File: config.mk
export PLATFORM = sky130hd
export DESIGN_NAME = sram_mp_ctrl
export DESIGN_NICKNAME = d
export VERILOG_FILES = /design/src/rtl/sram_mp_ctrl.sv
export SDC_FILE = /design/constraint.sdc
export NUM_CORES = 1
export LEC_CHECK = 0
export ABC_AREA = 1
export CAP_MARGIN = 20
export CORE_ASPECT_RATIO = 1.25
export CORE_MARGIN = 4
export CORE_UTILIZATION = 45
export CTS_CLUSTER_DIAMETER = 80
export DETAILED_ROUTE_END_ITERATION = 7
export GPL_TIMING_DRIVEN = 0
export PLACE_DENSITY = 0.89
export SYNTH_ARGS = -nofsm -noshare
export SYNTH_HDL_FRONTEND = slang
export SYNTH_SLANG_ARGS = --single-unit
File: constraint.sdc
create_clock -name clk -period 8.9 [get_ports clk]
set_clock_uncertainty 0.2 [all_clocks]
set_input_delay 1.335 -clock clk [delete_from_list [all_inputs] [get_ports clk]]
set_output_delay 1.335 -clock clk [all_outputs]
set_load 0.01 [all_outputs]
File: src/rtl/sram_mp_ctrl.sv
// sram_mp_ctrl: NUM_CH-way arbiter, registered issue stage and read-tag FIFO.
// Optional: define SRAM_MP_CTRL_PRIO0_EN to give channel 0 fixed top priority.
module sram_mp_ctrl #(
  parameter int NUM_CH  = 4,
  parameter int ADDR_W  = 18,
  parameter int DATA_W  = 16,
  parameter int BE_W    = DATA_W / 8,
  parameter int MAX_OUT = 4
) (
  input  logic                     clk,
  input  logic                     reset_,
  input  logic [NUM_CH-1:0]        ch_req,
  output logic [NUM_CH-1:0]        ch_ready,
  input  logic [NUM_CH-1:0]        ch_rd,
  input  logic [NUM_CH*ADDR_W-1:0] ch_addr,
  input  logic [NUM_CH*BE_W-1:0]   ch_be,
  input  logic [NUM_CH*DATA_W-1:0] ch_wr_data,
  output logic [NUM_CH-1:0]        ch_rd_data_vld,
  output logic [DATA_W-1:0]        ch_rd_data,
  output logic                     mem_req,
  input  logic                     mem_ready,
  output logic                     mem_rd,
  output logic [ADDR_W-1:0]        mem_addr,
  output logic [BE_W-1:0]          mem_be,
  output logic [DATA_W-1:0]        mem_wr_data,
  input  logic                     mem_rd_data_vld,
  input  logic [DATA_W-1:0]        mem_rd_data,
  output logic                     rd_err
);

  localparam int IDX_W = (NUM_CH > 1) ? $clog2(NUM_CH) : 1;
  localparam int PTR_W = (MAX_OUT > 1) ? $clog2(MAX_OUT) : 1;
  localparam int CNT_W = $clog2(MAX_OUT + 1);

  logic [IDX_W-1:0]  r_ptr;
  logic [CNT_W-1:0]  r_cnt;
  logic [PTR_W-1:0]  r_wr_ptr;
  logic [PTR_W-1:0]  r_rd_ptr;
  logic [IDX_W-1:0]  r_tag [MAX_OUT];

  logic              r_mem_req;
  logic              r_mem_rd;
  logic [ADDR_W-1:0] r_mem_addr;
  logic [BE_W-1:0]   r_mem_be;
  logic [DATA_W-1:0] r_mem_wd;

  logic [NUM_CH-1:0] r_rd_vld;
  logic [DATA_W-1:0] r_rd_data;
  logic              r_err;

  logic              w_stage_free;
  logic              w_full;
  logic              w_found;
  logic              w_xfer;
  logic              w_push;
  logic              w_pop;
  logic              w_orphan;
  logic [NUM_CH-1:0] w_elig;
  logic [NUM_CH-1:0] w_grant;
  logic [IDX_W-1:0]  w_gidx;
  logic [IDX_W-1:0]  w_cand;
  logic [IDX_W-1:0]  w_nxt_ptr;
  logic [ADDR_W-1:0] w_sel_addr;
  logic [BE_W-1:0]   w_sel_be;
  logic [DATA_W-1:0] w_sel_wd;
  logic              w_sel_rd;

  assign w_stage_free = !r_mem_req || mem_ready;
  assign w_full       = (r_cnt == CNT_W'(MAX_OUT));

  // Full uses the registered count, so a same-cycle pop never unmasks reads.
  always_comb begin
    w_elig = '0;
    for (int i = 0; i < NUM_CH; i++) begin
      w_elig[i] = ch_req[i] && (!ch_rd[i] || !w_full);
    end
  end

  always_comb begin
    w_found = 1'b0;
    w_gidx  = '0;
    w_cand  = '0;
`ifdef SRAM_MP_CTRL_PRIO0_EN
    if (w_elig[0]) begin
      w_found = 1'b1;
    end
    for (int k = 0; k < NUM_CH; k++) begin
      w_cand = IDX_W'((int'(r_ptr) + k) % NUM_CH);
      if (!w_found && (w_cand != '0) && w_elig[w_cand]) begin
        w_found = 1'b1;
        w_gidx  = w_cand;
      end
    end
`else
    for (int k = 0; k < NUM_CH; k++) begin
      w_cand = IDX_W'((int'(r_ptr) + k) % NUM_CH);
      if (!w_found && w_elig[w_cand]) begin
        w_found = 1'b1;
        w_gidx  = w_cand;
      end
    end
`endif
  end

  always_comb begin
    w_grant = '0;
    if (w_found && w_stage_free) begin
      w_grant[w_gidx] = 1'b1;
    end
  end

  assign ch_ready  = reset_ ? w_grant : '0;
  assign w_xfer    = w_found && w_stage_free;
  assign w_nxt_ptr = (w_gidx == IDX_W'(NUM_CH - 1)) ? '0 : w_gidx + 1'b1;

  assign w_sel_rd   = ch_rd[w_gidx];
  assign w_sel_addr = ch_addr[w_gidx*ADDR_W +: ADDR_W];
  assign w_sel_be   = ch_be[w_gidx*BE_W +: BE_W];
  assign w_sel_wd   = ch_wr_data[w_gidx*DATA_W +: DATA_W];

  always_ff @(posedge clk or negedge reset_) begin
    if (!reset_) begin
      r_ptr <= '0;
    end else begin
`ifdef SRAM_MP_CTRL_PRIO0_EN
      if (w_xfer && (w_gidx != '0)) begin
        r_ptr <= w_nxt_ptr;
      end
`else
      if (w_xfer) begin
        r_ptr <= w_nxt_ptr;
      end
`endif
    end
  end

  always_ff @(posedge clk or negedge reset_) begin
    if (!reset_) begin
      r_mem_req  <= 1'b0;
      r_mem_rd   <= 1'b0;
      r_mem_addr <= '0;
      r_mem_be   <= '0;
      r_mem_wd   <= '0;
    end else if (w_xfer) begin
      r_mem_req  <= 1'b1;
      r_mem_rd   <= w_sel_rd;
      r_mem_addr <= w_sel_addr;
      r_mem_be   <= w_sel_be;
      r_mem_wd   <= w_sel_wd;
    end else if (mem_ready) begin
      r_mem_req  <= 1'b0;
    end
  end

  assign mem_req     = r_mem_req;
  assign mem_rd      = r_mem_rd;
  assign mem_addr    = r_mem_addr;
  assign mem_be      = r_mem_be;
  assign mem_wr_data = r_mem_wd;

  // A read counts as outstanding from the moment it enters the stage.
  assign w_push   = w_xfer && w_sel_rd;
  assign w_pop    = mem_rd_data_vld && (r_cnt != '0);
  assign w_orphan = mem_rd_data_vld && (r_cnt == '0);

  always_ff @(posedge clk or negedge reset_) begin
    if (!reset_) begin
      r_wr_ptr <= '0;
      r_rd_ptr <= '0;
      r_cnt    <= '0;
      for (int i = 0; i < MAX_OUT; i++) begin
        r_tag[i] <= '0;
      end
    end else begin
      if (w_push) begin
        r_tag[r_wr_ptr] <= w_gidx;
        r_wr_ptr <= (r_wr_ptr == PTR_W'(MAX_OUT - 1)) ? '0 : r_wr_ptr + 1'b1;
      end
      if (w_pop) begin
        r_rd_ptr <= (r_rd_ptr == PTR_W'(MAX_OUT - 1)) ? '0 : r_rd_ptr + 1'b1;
      end
      unique case ({w_push, w_pop})
        2'b10:   r_cnt <= r_cnt + 1'b1;
        2'b01:   r_cnt <= r_cnt - 1'b1;
        default: r_cnt <= r_cnt;
      endcase
    end
  end

  always_ff @(posedge clk or negedge reset_) begin
    if (!reset_) begin
      r_rd_vld  <= '0;
      r_rd_data <= '0;
      r_err     <= 1'b0;
    end else begin
      r_rd_vld <= '0;
      if (w_pop) begin
        r_rd_vld[r_tag[r_rd_ptr]] <= 1'b1;
        r_rd_data <= mem_rd_data;
      end
      if (w_orphan) begin
        r_err <= 1'b1;
      end
    end
  end

  assign ch_rd_data_vld = r_rd_vld;
  assign ch_rd_data     = r_rd_data;
  assign rd_err         = r_err;

endmodule

==> impl_metrics.tcl <==
set metrics [dict create \
    reg2reg_from "r_cnt[1]" \
    synth-seq-cells 76 \
    drt-initial-drc-count 267 \
    num_vias 5375 \
    critical_path.max_fanout 11 \
    num_rows 41 \
    r2r_setup_slack_ns 5.55 \
    start_kind "input port" \
    viasPerCell 4.99 \
    timing.fmax_ghz 0.173 \
    wl_mm 17.3 \
    drive_gt1_share_pct 6.65 \
    htreeDepth 3 \
    hold_violations 0 \
    postCtsSetupBuffers 0 \
    period_needed_ns 5.77 \
    tightestPinTransition_ns 0.531 \
    required_ns 7.36 \
    hold_path.startpoint "mem_addr[13]" \
    syn-num-nets 881 \
    status "finished clean" \
    hold-path-cell-count 2 \
    cp-end-kind "primary output" \
    instances_no_fill 1077 \
    grt_use_met2_pct 48.4 \
    synthToLayoutAreaGrowth_pct 58.8 \
    ff2ff_path_depth 19 \
    relSlewSlack_pct 64.6 \
    diodes 0 \
    grt_pass1_wl_mm 26.5 \
    grt_use_total_pct 27.5 \
    syn_inst 698 \
    grt_setup_unrepaired "false" \
    synth.cell_area_sq_um 4800 \
    cts_sinks 76 \
    cts_resized 0 \
    cts_hold_buf 0 \
    r2r_end "r_cnt[2]" \
    start_util_pct 46.8 \
    synth_area_per_cell_sq_um 6.88 \
    dr.pass1.iters 4 \
    yosysUniqueCellTypes 30 \
    critPathKind "in -> out" \
    vdd.ir_drop.worst_v 0.000233 \
    hold_end "mem_addr[13]" \
    cts_tree "built" \
    cts_buffers 9 \
    grt_start_max_net_pins 59 \
    cellLeakagePower_nw 3.84 \
    die_w_um 100 \
    cts-root-buf "clkbuf_16" \
    die_h_um 123 \
    arrival_ns 4.24 \
    gp_congestion 0.972 \
    slew_violations 0 \
    setup_viol 0 \
    dpl.hpwl_mm 13.4 \
    path_clk_slew_ns 0.05 \
    drv_cap 0 \
    wire_per_inst_um 16.0 \
    dieArea_sq_um 12400 \
    ys_warn_count 0 \
    portBuffers 234 \
    hp-class "reg -> reg" \
    place_inst 1062 \
    min_period_over_period_pct 64.9 \
    core-area_sq_um 10300 \
    antenna_found_initial 0 \
    cts_buffer_depth 2 \
    drc 0 \
    drtAntennaViolNets 0 \
    grt.met3_usage_pct 10.4 \
    ys_seq_area_share_pct 39.6 \
    met1_usage_pct 29.0 \
    grt-ovfl-total 0 \
    power.density_nw_per_um2 451 \
    insertion_delay_ns 0.34 \
    fin_setup_tns_ns 0 \
    grt_pass1_vias 5404 \
    top_usage_layer "met2" \
    num-nets-final 1127 \
    ios 235 \
]
[power breakdown]
group / total, mW / switching [mW] / internal (mW)
Combinational: 2.45 / 1.47 / 0.981
Sequential: 0.621 / 0.0985 / 0.522
Clock: 0.365 / 0.143 / 0.223
Total: 3.43 / 1.71 / 1.73
[layout by cell type (no fill, tap or decap), drive strengths merged]
| master | netlist | layout |
|---|---|---|
| nand2 | 259 | 259 |
| clkdlybuf4s50 | 0 | 233 |
| inv | 98 | 98 |
| o21ai | 81 | 81 |
| dfrtp | 76 | 76 |
| a21oi | 75 | 75 |
| buf | 29 | 31 |
| nand3 | 29 | 29 |
| clkbuf | 9 | 20 |
| nor2 | 14 | 14 |
| nand4 | 11 | 11 |
| ha | 10 | 10 |
| clkinvlp | 0 | 2 |
| xnor2 | 2 | 2 |
| a32oi | 1 | 1 |
| xor2 | 1 | 1 |
| a31o | 1 | 1 |
| or2 | 1 | 1 |
| fa | 1 | 1 |
| clkinv | 0 | 1 |
| bufinv | 0 | 1 |
[flip-flops by register name, summed over array words and instances (netlist names)]
signal,flops
ch_rd_data,16
ch_rd_data_vld,4
mem_addr,18
mem_be,2
mem_rd,1
mem_req,1
mem_wr_data,16
r_cnt,3
r_ptr,2
r_rd_ptr,2
r_tag,8
r_wr_ptr,2
rd_err,1
[kinds of logic after synthesis]
kind of cell,after synthesis,synth area share [%]
simple gates,314,27.1
compound gates,158,16.8
buf+inv,136,12.8
flops,76,39.6
fa+ha+maj,11,3.02
xor+xnor,3,0.704
[cells in the mapped netlist (all sizes together)]
cell type	n	area (sq um)
clkbuf	9	36.3
a21oi	75	375
xnor2	2	25.0
buf	29	210
fa	1	20.0
xor2	1	8.76
o21ai	81	413
nand3	29	160
ha	10	125
a32oi	1	8.76
a31o	1	8.76
nand4	11	83.8
or2	1	6.26
inv	98	368
dfrtp	76	1900
nor2	14	60.1
nand2	259	990
[routing by layer]
metal  part of all wire, %  up-vias  wire length [um]
li1                      -     2680                 -
met1                    36     2423              6190
met2                    49      232              8530
met3                    11       40              1920
met4                   3.5        0               607
met5                     0        -                 0
[final cells by class]
class / count / area, sq um
Timing Repair Buffer: 235 / 2370
Inverter: 98 / 368
Tap cell: 129 / 161
Clock inverter: 4 / 50.0
Multi-Input combinational cell: 486 / 2280
Clock buffer: 11 / 243
Buffer: 38 / 246
Sequential cell: 76 / 1900
Fill cell: 773 / 2640
[metrics by stage]
step | power (mW) | utilization [%] | cell area [sq um] | hold slack [ns] | worst slack, ns
finish | 3.43 | 74.3 | 7620 | 0.275 | 3.13
global route | 3.76 | 74.3 | 7620 | 0.299 | 2.99
CTS | 3.44 | 74.3 | 7620 | 0.280 | 3.17
global placement | 2.99 | 71.2 | 7300 | 0.259 | 1.77
detailed placement | 3.05 | 71.4 | 7330 | 0.265 | 3.27
floorplan | 2.21 | - | 4800 | 0.242 | 4.53
[how the worst max path moves through the flow]
stage,start,slack [ns],endpoint
after floorplan,ch_rd[3],4.53,ch_ready[3]
after global placement,reset_,1.77,ch_ready[2]
after detailed placement,ch_rd[1],3.27,ch_ready[3]
after CTS,ch_rd[1],3.17,ch_ready[3]
after global routing,ch_rd[1],2.99,ch_ready[3]
final,ch_rd[1],3.13,ch_ready[3]
[critical path, cell delays in order]
cell,delay [ns]
clkdlybuf4s50_1,0.52
nand3_1,0.16
nand3_1,0.15
nand2_1,0.11
nand2_1,0.11
nand2_1,0.07
nor2_1,0.09
nor2_1,0.06
nand2_2,0.11
nand2_4,0.08
buf_6,0.15
buf_4,0.19
inv_1,0.19
ha_1,0.20
inv_1,0.05
nor2_1,0.10
clkdlybuf4s50_1,0.56
No activity file was read; power rests on OpenSTA's default activity.
